### config.mk
export PLATFORM = sky130hd
export DESIGN_NAME = lidar_point_streamer_flat
export DESIGN_NICKNAME = d
export VERILOG_FILES = /design/src/rtl/lidar_point_streamer_if.sv /design/src/rtl/lidar_point_streamer.sv /design/src/flat_wrapper.sv
export SDC_FILE = /design/constraint.sdc
export NUM_CORES = 1
export LEC_CHECK = 0
export ABC_AREA = 0
export ABC_CLOCK_PERIOD_IN_PS = 3300
export BUFFER_PORTS_ARGS = -buffer_cell sky130_fd_sc_hd__buf_2
export CAP_MARGIN = 20
export CORE_UTILIZATION = 47
export DETAILED_ROUTE_END_ITERATION = 7
export HOLD_SLACK_MARGIN = 0.08
export PLACE_DENSITY_LB_ADDON = 0.25
export SETUP_SLACK_MARGIN = 0.15
export SLEW_MARGIN = 20
export SYNTH_ARGS = -nofsm -noshare
export SYNTH_HDL_FRONTEND = slang
export SYNTH_SLANG_ARGS = --single-unit
### constraint.sdc
create_clock -name clk -period 3.3 [get_ports clk]
set_input_delay 0.165 -clock clk [delete_from_list [all_inputs] [get_ports clk]]
set_output_delay 0.165 -clock clk [all_outputs]
set_load 0.02 [all_outputs]
### src/rtl/lidar_point_streamer_if.sv
// Point-stream bundle between host loader/clusterer (master) and the streamer (slave).
interface lidar_point_streamer_if #(parameter int ADDR_W = 4);
  logic              wr_en;
  logic [ADDR_W-1:0] wr_addr;
  logic [23:0]       wr_data;
  logic              start;
  logic [ADDR_W:0]   n_points;
  logic [7:0]        x;
  logic [7:0]        y;
  logic [7:0]        z;
  logic              valid;
  logic              last;
  logic              cl_done;
  logic              busy;
  logic              finish;

  modport master (
    output wr_en, wr_addr, wr_data, start, n_points, cl_done,
    input  x, y, z, valid, last, busy, finish
  );

  modport slave (
    input  wr_en, wr_addr, wr_data, start, n_points, cl_done,
    output x, y, z, valid, last, busy, finish
  );
endinterface

### src/rtl/lidar_point_streamer.sv
// Replays a host-loaded x/y/z point buffer as a valid/last pulse stream, one point
// every GAP+1 cycles, then waits for the clusterer's done before signalling finish.
module lidar_point_streamer #(
  parameter int ADDR_W = 4,
  parameter int GAP    = 1
) (
  input  logic clk,
  input  logic rst,
  lidar_point_streamer_if.slave bus
);
  localparam int DEPTH = 2 ** ADDR_W;
  localparam int GW    = (GAP > 1) ? $clog2(GAP) : 1;

  typedef enum logic [2:0] {IDLE, FETCH, SEND, HOLD, WAIT_DONE} state_t;

  state_t            state;
  state_t            state_nxt;
  logic [23:0]       mem [DEPTH];
  logic [23:0]       rd_data;
  logic [ADDR_W-1:0] idx;
  logic [ADDR_W:0]   n_lat;
  logic [GW-1:0]     gap_cnt;
  logic              start_ok;
  logic              at_last;

  assign start_ok = bus.start && (bus.n_points != '0) &&
                    (bus.n_points <= (ADDR_W+1)'(DEPTH));
  assign at_last  = ({1'b0, idx} == (n_lat - 1'b1));

  // Read runs every cycle on idx; idx is already advanced during HOLD, so the
  // final HOLD cycle doubles as the fetch for the next point.
  always_ff @(posedge clk) begin
    if (bus.wr_en && state == IDLE)
      mem[bus.wr_addr] <= bus.wr_data;
    rd_data <= mem[idx];
  end

  always_comb begin
    state_nxt = state;
    case (state)
      IDLE:      if (start_ok) state_nxt = FETCH;
      FETCH:     state_nxt = SEND;
      SEND:      state_nxt = at_last ? WAIT_DONE : HOLD;
      HOLD:      if (gap_cnt == '0) state_nxt = SEND;
      WAIT_DONE: if (bus.cl_done) state_nxt = IDLE;
      default:   state_nxt = IDLE;
    endcase
  end

  always_ff @(posedge clk) begin
    if (rst) begin
      state      <= IDLE;
      idx        <= '0;
      n_lat      <= '0;
      gap_cnt    <= '0;
      bus.x      <= '0;
      bus.y      <= '0;
      bus.z      <= '0;
      bus.valid  <= 1'b0;
      bus.last   <= 1'b0;
      bus.busy   <= 1'b0;
      bus.finish <= 1'b0;
    end else begin
      state      <= state_nxt;
      bus.valid  <= 1'b0;
      bus.last   <= 1'b0;
      bus.finish <= 1'b0;
      case (state)
        IDLE: begin
          if (start_ok) begin
            n_lat    <= bus.n_points;
            idx      <= '0;
            bus.busy <= 1'b1;
          end
        end
        SEND: begin
          {bus.x, bus.y, bus.z} <= rd_data;
          bus.valid <= 1'b1;
          bus.last  <= at_last;
          gap_cnt   <= GW'(GAP - 1);
          if (!at_last)
            idx <= idx + 1'b1;
        end
        HOLD: begin
          if (gap_cnt != '0)
            gap_cnt <= gap_cnt - 1'b1;
        end
        WAIT_DONE: begin
          if (bus.cl_done) begin
            bus.finish <= 1'b1;
            bus.busy   <= 1'b0;
          end
        end
        default: ;
      endcase
    end
  end
endmodule
### src/flat_wrapper.sv
// flat-port wrapper written by rule: the top's interface ports become plain ports
module lidar_point_streamer_flat 
#(
  parameter int ADDR_W = 4,
  parameter int GAP    = 1
)
  (clk, rst, bus_wr_en, bus_wr_addr, bus_wr_data, bus_start, bus_n_points, bus_cl_done, bus_x, bus_y, bus_z, bus_valid, bus_last, bus_busy, bus_finish);
  lidar_point_streamer_if #(.ADDR_W(ADDR_W)) bus_i ();
  input  logic clk;
  input  logic rst;
  input wire logic [$bits(bus_i.wr_en)-1:0] bus_wr_en;
  input wire logic [$bits(bus_i.wr_addr)-1:0] bus_wr_addr;
  input wire logic [$bits(bus_i.wr_data)-1:0] bus_wr_data;
  input wire logic [$bits(bus_i.start)-1:0] bus_start;
  input wire logic [$bits(bus_i.n_points)-1:0] bus_n_points;
  input wire logic [$bits(bus_i.cl_done)-1:0] bus_cl_done;
  output wire logic [$bits(bus_i.x)-1:0] bus_x;
  output wire logic [$bits(bus_i.y)-1:0] bus_y;
  output wire logic [$bits(bus_i.z)-1:0] bus_z;
  output wire logic [$bits(bus_i.valid)-1:0] bus_valid;
  output wire logic [$bits(bus_i.last)-1:0] bus_last;
  output wire logic [$bits(bus_i.busy)-1:0] bus_busy;
  output wire logic [$bits(bus_i.finish)-1:0] bus_finish;
  assign bus_i.wr_en = bus_wr_en;
  assign bus_i.wr_addr = bus_wr_addr;
  assign bus_i.wr_data = bus_wr_data;
  assign bus_i.start = bus_start;
  assign bus_i.n_points = bus_n_points;
  assign bus_i.cl_done = bus_cl_done;
  assign bus_x = bus_i.x;
  assign bus_y = bus_i.y;
  assign bus_z = bus_i.z;
  assign bus_valid = bus_i.valid;
  assign bus_last = bus_i.last;
  assign bus_busy = bus_i.busy;
  assign bus_finish = bus_i.finish;
  lidar_point_streamer #(.ADDR_W(ADDR_W), .GAP(GAP)) u_core (.clk(clk), .rst(rst), .bus(bus_i));
endmodule
Word level (Yosys, flattened, before mapping)
Memories as Yosys holds them, arrays and structs flattened. A register that Yosys moved wholly into a read port is not among the register bits.
Index checks and enable logic that the tools add are counted.
{"block": "totals", "reg_bits": 41, "ram_bits": 384, "in_bits": 38, "output_inout_bits": 28, "word_cells": 58, "mem_count": 1}
{"name": "u_core.mem", "depth": 16, "width": 24, "rd": 1, "rd_clocked_by_memory_dff": 1, "write_ports": 1, "line": "lidar_point_streamer.sv:18", "text": "logic [23:0] mem [DEPTH];"}
{"block": "op_classes", "add_sub_neg": 3, "magnitude_cmp": 1, "eq_ne": 9, "muxes": 17, "n_bitwise": 2, "n_reduce_logical": 14}
{"op": "one-hot mux 3 bit (5 select lines)", "count": 1}
{"op": "2-to-1 mux 3 bit", "count": 4}
{"op": "AND reduction 3 bit", "count": 3}
{"op": "2-to-1 mux 4 bit", "count": 2}
{"op": "one-hot mux 4 bit (2 select lines)", "count": 1}
{"op": "2-to-1 mux 1 bit", "count": 7}
{"op": "== test 3 x 2 -> 1 bit, second input constant", "count": 2}
{"op": "inequality test 2 bit, second input constant", "count": 3}
{"op": "nonzero test 2 bit", "count": 3}
{"op": "== test 4 x 5 -> 1 bit", "count": 1}
{"op": "less-or-equal comparator 5 bit, second input constant", "count": 1}
{"op": "nonzero test 5 bit", "count": 1}
{"op": "subtractor 5 x 1 -> 5 bit, second input constant", "count": 1}
{"op": "adder 4 x 1 -> 4 bit, second input constant", "count": 1}
{"op": "one-hot mux 1 bit (2 select lines)", "count": 2}
{"op": "OR reduction 2 bit", "count": 2}
{"op": "== test 3 x 1 -> 1 bit, second input constant", "count": 1}
{"op": "== test 3 bit, second input constant", "count": 1}
{"op": "logical AND 1 bit", "count": 3}
{"op": "logical NOT 3 bit", "count": 1}
{"op": "inequality test 2 x 1 -> 1 bit, second input constant", "count": 1}
{"op": "NOT 1 bit", "count": 2}
{"op": "AND reduction 2 bit", "count": 1}
{"op": "subtractor 1 bit, second input constant", "count": 1}

Longest topological paths before layout
Gate-level depths: netlist of the first run.
{"block": "logic_depth", "depth_word": 5, "mapped_depth": 8, "mapped_depth_nobuf": 7}

Least setup slack after synthesis of the first run
OpenSTA, ideal clock, no wires.
{"block": "synth_path", "path_type": "reg-to-reg", "start": "register u_core.state[2]", "end": "memory u_core.mem[0][0], enable pin", "setup_ps": 435, "arrival_time_ps": 2841, "required_time_ps": 2865, "setup_slack_ps": 24, "stages_incl_launch_ff": 6, "path_buffers": 1, "synth_period_minus_slack_ps": 3276, "cell_sequence": "dfxtp_1 > clkbuf_1 > nor4b_1 > nor2b_1 > nand2b_1 > nor3_1"}
{"block": "synth_between", "elab_chain_len": 4}
{"item": "start: declaration", "line": "lidar_point_streamer.sv:16", "text": "state_t state;"}
{"item": "start signal: assignment", "line": "lidar_point_streamer.sv:64", "text": "state <= state_nxt;"}
{"item": "logical NOT 3 bit", "line": "lidar_point_streamer.sv:33", "text": "if (bus.wr_en && state == IDLE)"}
{"item": "logical AND 1 bit", "line": "lidar_point_streamer.sv:33"}
{"item": "2-to-1 mux 1 bit", "line": "lidar_point_streamer.sv:33"}
{"item": "2-to-1 mux 1 bit (not written as such)", "line": "lidar_point_streamer.sv:34", "text": "mem[bus.wr_addr] <= bus.wr_data;"}
{"item": "end: declaration", "line": "lidar_point_streamer.sv:18"}
Every way passes these cells.

Worst setup path after layout of the first run
{"block": "layout_path", "start": "register u_core.state[1]", "end": "memory u_core.mem[5][0], enable pin"}
Same word-level chain as after synthesis.

==> results.cfg, run 1 <==
[power_and_ir_drop]
switching_power_mw = 2.398
clkPwrFrac_pct = 43.8
p_comb_share_pct = 4.5
p_per_area_nw_per_um2 = 621.3
leakagePower_nw = 6.275
intPower_mw = 9.761
power_frac_seq_pct = 51.6
p_sw_share_pct = 19.72
ir_worst_vdd_v = 0.0005033

[timing]
fin_ws_ps = 678.6
setup_violations = 0
timing_hold_violations_final = 0
rsz0062_at_grt = false
period_share_pct = 79.44
relSlewSlack_pct = 43.06
slew_viol_final = 0
holdWs_ps = 152.5
min_period_ps = 2621
finalSetupTns_ps = 0
timing.fmax_ghz = 0.3815
skew_ps = 31.54
tightest_slew_ps = 854.1

[floorplanning]
die-height_um = 190.0
row_count = 68
die_w_um = 190.0
ios = 66
core_area_um2 = 34630
start_util_pct = 47.95
dieArea_um2 = 36080

[clock_tree]
clkSinkCount = 448
hold_buffers = 30
root_buffer = clkbuf_16
htree_num_levels = 2
cts_setup_buffers = 0
clk_latency_ps = 550
ctsLongestPathBuffers = 3
cts_tree = done
clk_pin_slew_ps = 60
cts_made_buffers = 46
ctsResizeCount = 0

[finish]
nNetsFinal = 947
mostFrequentLayoutCells = 384 x edfxtp_1, 120 x mux4_2, 65 x buf_2
area_growth_pct = 17.87
layout_commonest_cell = edfxtp_1
insertedDiodeCount = 0
utilization_pct = 56.52
drive_above_1_share_pct = 31.63

[detailed_routing]
drtIter0Drc = 575
wl_um = 32400
vias = 7802
drt-pass1-iter-count = 5
ant_nets = 0
viasPerCell = 5.585
drc = 0
wire_per_inst_um = 23.19

[placement]
hpwlAfterDp_um = 18280
gp_congestion = 0.7426
portBuffers = 65
pre_cts_slack_ps = 743.1

[setup_path]
crit_required_ps = 3520
start_kind = flip-flop
setup.worst_path.class = flip-flop to flip-flop
crit_buf_inv = 1
critPathArrivalTime_ps = 2840
end_kind = flip-flop
crit_fanout = 14
max_stage_delay_ps = 660
cp_slowest_cell = nor4b_1
path_cells = nor4b_1 -> nor2b_1 -> nand2_1 -> nor2_4 -> buf_4
cp_top_family = simple AND/OR/NAND/NOR gates

[synth]
ys_types = 36
synth_area_um2 = 16600
postSynthAreaPerCell_um2 = 21.37
synth_cells = 777
synth-warning-count = 0
seq_area_frac_synth_pct = 77.16
synthesis.nets = 817
synth-seq-cells = 448

[global_routing]
grt.total_usage_pct = 18.66
antenna_found_initial = 1
overflow = 0
grt_max_degree = 67
grt_first_pass_wirelength_um = 49580
grt_pass1_vias = 8039

[run]
maxCapViolCount = 0

[outcome]
status = complete, no violations

[hold_path]
min_path_type = primary input to flip-flop
## area by class of cell
type / count / area (µm²)
clock buffer: 60 / 1245
clock inverter: 23 / 319.1
fill: 2564 / 15060
inverter: 4 / 15.01
multi-input combinational: 284 / 3705
sequential: 448 / 12820
tap: 455 / 569.3
timing repair buffer: 123 / 898.4
## flip-flops by register name, summed over array words and instances (netlist names)
signal and cells:
u_core.rd_data 24, u_core.idx 4, u_core.bus.y 8, u_core.bus.finish 1, u_core.bus.x 8, u_core.bus.z 8
u_core.n_lat 5, u_core.state 3, u_core.bus.busy 1, u_core.mem 384, u_core.bus.valid 1, u_core.bus.last 1
## worst reg2reg max path, delay by kind of cell, from the launching register on
| kind | cells | cell delay, ps |
|---|---|---|
| AND/OR/NAND/NOR | 4 | 1560 |
| flip-flops | 1 | 400 |
| buffers and inverters | 1 | 310 |
## final timing paths
check / start / end / slack [ps] / depth (start not counted)
worst max-delay path: u_core.state[1] / u_core.mem[5][0] / 680 / 5
worst min-delay path: bus_start / u_core.state[0] / 150 / 5
worst max register to register: u_core.state[1] / u_core.mem[5][0] / 680 / 5
worst min register to register: u_core.rd_data[8] / u_core.bus.y[0] / 430 / 2
## cells by family (layout without fill, tap and decap cells)
family	count (synthesis)	count (layout)	synth area share [%]
buffers and inverters	45	210	1.341
AO/OA/AOI/OAI	34	34	1.108
adder cells (fa/ha/maj)	2	2	0.1507
multiplexers	128	128	16.77
XOR/XNOR	7	7	0.3692
flip-flops	448	448	77.16
AND/OR/NAND/NOR	113	113	3.105
## per-stage QoR
step | power [mW] | instance area (µm²) | instances
finish | 12.16 | 19570 | 1397
global route | 12.55 | 19570 | 1397
CTS | 12.28 | 19570 | 1397
detailed placement | 6.935 | 17710 | 1284
global placement | 6.922 | 17710 | 1284
floorplan | 6.715 | 16620 | 777
## metal layers
metal | track usage [%] | part of all wire (%) | vias up
li1 | - | - | 3429
met1 | 27.44 | 45 | 4096
met2 | 29.18 | 48 | 240
met3 | 3.486 | 6.1 | 35
met4 | 4.156 | 1.3 | 2
met5 | 0 | 0.025 | -
## power by group through the flow
stage,Clock [mW],Combinational [mW],Sequential (mW)
2_1_floorplan,0,0.312,6.40
3_3_place_gp,0,0.524,6.40
3_5_place_dp,0,0.534,6.40
4_1_cts,5.44,0.562,6.28
5_1_grt,5.66,0.598,6.29
6_report,5.33,0.550,6.28
## cell usage after synthesis
cell type | number | area, µm²
clkbuf_1 | 13 | 48.80
buf_2 | 13 | 65.06
and4_1 | 1 | 8.760
nor3_1 | 8 | 40.04
inv_2 | 1 | 3.750
nand4_1 | 2 | 12.51
xnor2_1 | 6 | 52.55
buf_4 | 6 | 45.04
nand3_1 | 3 | 15.01
a41o_1 | 1 | 10.01
nor2_1 | 24 | 90.09
ha_1 | 2 | 25.02
nand2_1 | 57 | 214.0
a31oi_1 | 2 | 12.51
nand2b_1 | 4 | 25.02
mux4_2 | 120 | 2703
nand3b_1 | 4 | 30.03
nor4b_1 | 1 | 8.760
mux2i_1 | 7 | 70.07
nor4_1 | 1 | 6.260
or3b_1 | 2 | 17.52
and2_1 | 1 | 6.260
buf_1 | 7 | 26.28
nor2b_1 | 1 | 6.260
inv_1 | 3 | 11.26
a21oi_1 | 27 | 135.1
xor2_1 | 1 | 8.760
nor4_2 | 1 | 12.51
dfxtp_1 | 64 | 1281
nor3b_1 | 3 | 22.52
a211oi_1 | 1 | 7.510
buf_6 | 2 | 22.52
edfxtp_1 | 384 | 11530
o21ai_0 | 2 | 10.01
mux2_2 | 1 | 11.26
a2bb2oi_1 | 1 | 8.760
(Power assumes the default switching activity.)
==> run 2: changes to the inputs <==
--- a/config.mk
+++ b/config.mk
@@ -6,7 +6,7 @@
 export NUM_CORES = 1
 export LEC_CHECK = 0
 export ABC_AREA = 0
-export ABC_CLOCK_PERIOD_IN_PS = 3300
+export ABC_CLOCK_PERIOD_IN_PS = 2700
 export BUFFER_PORTS_ARGS = -buffer_cell sky130_fd_sc_hd__buf_2
 export CAP_MARGIN = 20
 export CORE_UTILIZATION = 47
==> constraint.sdc (replaced) <==
create_clock -name clk -period 2.7 [get_ports clk]
set_input_delay 0.135 -clock clk [delete_from_list [all_inputs] [get_ports clk]]
set_output_delay 0.135 -clock clk [all_outputs]
set_load 0.02 [all_outputs]
==> results.cfg, run 2 (synthesized netlist as in run 1, its figures left out) <==
[timing]
period_share_pct = 81.43
finalSetupTns_ps = 0
setup_violations = 0
timing_hold_violations_final = 0
timing.fmax_ghz = 0.4549
tightest_slew_ps = 760.7
skew_ps = 24.67
min_period_ps = 2199
slew_viol_final = 0
holdWs_ps = 141.6
relSlewSlack_pct = 49.16
rsz0062_at_grt = false

[finish]
layout_commonest_cell = edfxtp_1
nNetsFinal = 967
reg_top3 = u_core.mem (384), u_core.rd_data (24)
largest_reg_flops = 384
drive_above_1_share_pct = 32.99
area_growth_pct = 18.30
final_cells = 1420
mostFrequentLayoutCells = 384 x edfxtp_1, 120 x mux4_2, 65 x buf_2
top_register = u_core.mem

[floorplanning]
row_count = 68
die_w_um = 190.0
core_area_um2 = 34630
start_util_pct = 47.95
dieArea_um2 = 36080
die-height_um = 190.0
ios = 66

[global_routing]
grt.total_usage_pct = 19.84
grt_first_pass_wirelength_um = 51540
grt_pass1_vias = 8115
grt_max_degree = 47
antenna_found_initial = 1
overflow = 0

[hold_path]
min_path_type = primary input to flip-flop

[clock_tree]
cts_made_buffers = 45
clkSinkCount = 448
clk_latency_ps = 560
ctsResizeCount = 0
root_buffer = clkbuf_16
cts_tree = done
clk_pin_slew_ps = 60
htree_num_levels = 2
ctsLongestPathBuffers = 3

[power_and_ir_drop]
p_sw_share_pct = 20.60
power_frac_seq_pct = 53.8
p_per_area_nw_per_um2 = 726.5
ir_worst_vdd_v = 0.0004580
leakagePower_nw = 6.331
clkPwrFrac_pct = 41.3
power_mw = 14.27
p_comb_share_pct = 4.9
intPower_mw = 11.33
switching_power_mw = 2.941

[placement]
hpwlAfterDp_um = 19530
dp_cells = 1304
gp_congestion = 0.7389
portBuffers = 65

[detailed_routing]
drc = 0
vias = 8011
drtIter0Drc = 618
ant_nets = 0
wire_per_inst_um = 24.18
drt-pass1-iter-count = 7
viasPerCell = 5.642
wl_um = 34340

[setup_path]
crit_fanout = 17
crit_required_ps = 2900
setup.worst_path.class = flip-flop to flip-flop
start_kind = flip-flop
end_kind = flip-flop
critPathArrivalTime_ps = 2400

[run]
maxCapViolCount = 0

[outcome]
status = complete, no violations
run 2: path summary, 6_finish.rpt:
check	start	end	slack, ps	depth (start not counted)
worst max-delay path	u_core.state[2]	u_core.mem[12][3]	500	6
worst min-delay path	bus_start	u_core.state[0]	140	5
worst max register to register	u_core.state[2]	u_core.mem[12][3]	500	6
worst min register to register	u_core.rd_data[4]	u_core.bus.z[4]	420	2
run 2: cell type report:
class,count,area (µm²)
Multi-Input combinational cell,284,3705
Fill cell,2555,14990
Antenna cell,1,2.502
Clock inverter,24,143.9
Clock buffer,60,1265
Sequential cell,448,12820
Inverter,4,15.01
Tap cell,455,569.3
Timing Repair Buffer,144,1121
run 2: per-stage QoR:
stage          util (%)  cell area [µm²]  worst slack, ps
6_report          56.72            19640            501.5
3_3_place_gp      51.75            17920            515.4
4_1_cts           56.72            19640            486.8
2_1_floorplan         -            16620            65.96
3_5_place_dp      51.75            17920            513.7
5_1_grt           56.72            19640            348.8
run 2: metal layers:
layer / vias up / track usage, % / share of wire [%]
li1: 3487 / - / -
met2: 244 / 31.92 / 50
met5: - / 0 / 0.023
met3: 39 / 3.339 / 6.1
met1: 4239 / 28.32 / 43
met4: 2 / 5.149 / 1.3
run 2: worst max-delay path, stage by stage, from the launching register on:
cell      delay, ps
dfxtp_1         380
nor4b_1         330
buf_4           170
nor2b_1         170
nand2b_1        260
nor2_4          190
buf_4           350
run 2: repair_timing:
action,CTS,global route
hold endpoints to repair,405,0
buffers inserted,0,0
hold buffers,31,0
run 2: power groups by stage:
stage / combinational (mW) / clock, mW / sequential (mW)
finish: 0.698 / 5.90 / 7.67
global route: 0.759 / 6.28 / 7.68
CTS: 0.711 / 6.04 / 7.67
detailed placement: 0.676 / 0 / 7.82
global placement: 0.664 / 0 / 7.82
floorplan: 0.381 / 0 / 7.83
==> run 3: changes to the inputs <==
--- a/config.mk
+++ b/config.mk
@@ -6,7 +6,7 @@
 export NUM_CORES = 1
 export LEC_CHECK = 0
 export ABC_AREA = 0
-export ABC_CLOCK_PERIOD_IN_PS = 2700
+export ABC_CLOCK_PERIOD_IN_PS = 2150
 export BUFFER_PORTS_ARGS = -buffer_cell sky130_fd_sc_hd__buf_2
 export CAP_MARGIN = 20
 export CORE_UTILIZATION = 47
==> constraint.sdc (replaced) <==
create_clock -name clk -period 2.15 [get_ports clk]
set_input_delay 0.1075 -clock clk [delete_from_list [all_inputs] [get_ports clk]]
set_output_delay 0.1075 -clock clk [all_outputs]
set_load 0.02 [all_outputs]
==> results.cfg, run 3 (synthesized netlist as in run 1, its figures left out) <==
[detailed_routing]
drc = 0
drtIter0Drc = 572
ant_nets = 0
wl_um = 34310
viasPerCell = 5.570
drt-pass1-iter-count = 5
vias = 7993
wire_per_inst_um = 23.91

[finish]
multi_input_area_um2 = 3757
final_cells = 1435
nNetsFinal = 984
largest_reg_flops = 384
drive_above_1_share_pct = 35.71
regArea_um2 = 12820
top_register = u_core.mem
reg_top3 = u_core.mem (384), u_core.rd_data (24)
mostFrequentLayoutCells = 384 x edfxtp_1, 120 x mux4_2, 65 x buf_2
design_area_um2 = 20060
insertedDiodeCount = 0
fillers = 2539
layout_commonest_cell = edfxtp_1
area_growth_pct = 20.78

[setup_path]
crit_top_cell = mux4_2
cp_slowest_cell = dfxtp_4
start_kind = flip-flop
crit_fanout = 16
crit_required_ps = 2560
max_stage_delay_ps = 550
end_kind = flip-flop
setup.worst_path.class = flip-flop to flip-flop
path_cells = buf_12 -> mux4_2 -> mux4_2
critPathArrivalTime_ps = 2360

[hold_path]
min_path_type = primary input to flip-flop

[timing]
min_period_ps = 1944
timing.fmax_ghz = 0.5145
setup_violations = 0
holdWs_ps = 189.2
tightest_slew_ps = 510.7
rsz0062_at_grt = true
skew_ps = 13.07
timing_hold_violations_final = 0
finalSetupTns_ps = 0
slew_viol_final = 0
relSlewSlack_pct = 65.95
period_share_pct = 90.41

[global_routing]
grt_max_degree = 28
grt_first_pass_wirelength_um = 51630
overflow = 0
grt_pass1_vias = 8267
antenna_found_initial = 0
grt.total_usage_pct = 19.75

[run]
maxCapViolCount = 0

[power_and_ir_drop]
ir_worst_vdd_v = 0.0005550
p_per_area_nw_per_um2 = 909.4
leakagePower_nw = 6.521
power_mw = 18.24

[placement]
portBuffers = 65
gp_congestion = 0.7404
dp_cells = 1318
hpwlAfterDp_um = 20390
place_area_um2 = 18240

[clock_tree]
cts_tree = done
clk_latency_ps = 550
cts_made_buffers = 45
root_buffer = clkbuf_16
ctsLongestPathBuffers = 3
htree_num_levels = 2
clkSinkCount = 448
clk_pin_slew_ps = 60

[floorplanning]
die-height_um = 190.0
ios = 66
dieArea_um2 = 36080
die_w_um = 190.0
start_util_pct = 47.95
core_area_um2 = 34630
row_count = 68

[outcome]
status = complete, no violations
run 3: cell count changes in the layout (fill, tap and decap cells not counted), sizes merged:
cell and change:
buf +17, clkinv -10, clkbuf +5, bufinv +2
clkinvlp +2, diode -1
run 3: worst max-delay path: cells and delay by family, from the launching register on:
kind	cells	cell delay [ps]
buffers and inverters	1	230
flip-flops	1	550
multiplexers	2	1030
run 3: per-stage QoR:
stage / worst slack, ps / utilization (%)
after floorplan: 29.50 / -
after global placement: 212.9 / 52.67
after detailed placement: 201.7 / 52.67
after CTS: 158.6 / 57.79
after global routing: 114.1 / 57.92
final: 206.3 / 57.92
run 3: metal layers:
metal / global-route usage, % / vias to the layer above / wire (µm)
li1: - / 3518 / -
met1: 29.28 / 4181 / 15390
met2: 30.61 / 242 / 16340
met3: 2.933 / 52 / 1896
met4: 5.800 / 0 / 690
met5: 0 / - / 0
run 3: cell type report:
cell class              instances  share of cell area [%]
inverters                       4                 0.07486
clock buffers                  65                   6.388
repair buffers                161                   7.118
well taps                     455                   2.839
multi-input cells             284                   18.73
flip-flops and latches        448                   63.94
clock inverters                18                  0.9046
run 3: final timing paths:
path | from | endpoint | slack (ps) | depth (start not counted)
max | u_core.idx[0] | u_core.rd_data[3] | 210 | 3
min | bus_start | u_core.state[0] | 190 | 6
max reg2reg | u_core.idx[0] | u_core.rd_data[3] | 210 | 3
min reg2reg | u_core.rd_data[21] | u_core.bus.x[5] | 440 | 2
run 3: timing repair:
item	CTS	global route
hold endpoints to repair	403	0
endpoints found under the setup margin	0	61
gates resized for setup	0	6
hold buffers	31	0
buffers inserted	0	3
run 3: power by group:
group / internal, mW / switching (mW) / leakage, nW
sequential: 9.57 / 0.0636 / 3.99
clock: 4.52 / 3.16 / 0.713
combinational: 0.437 / 0.496 / 1.81
total: 14.5 / 3.71 / 6.52
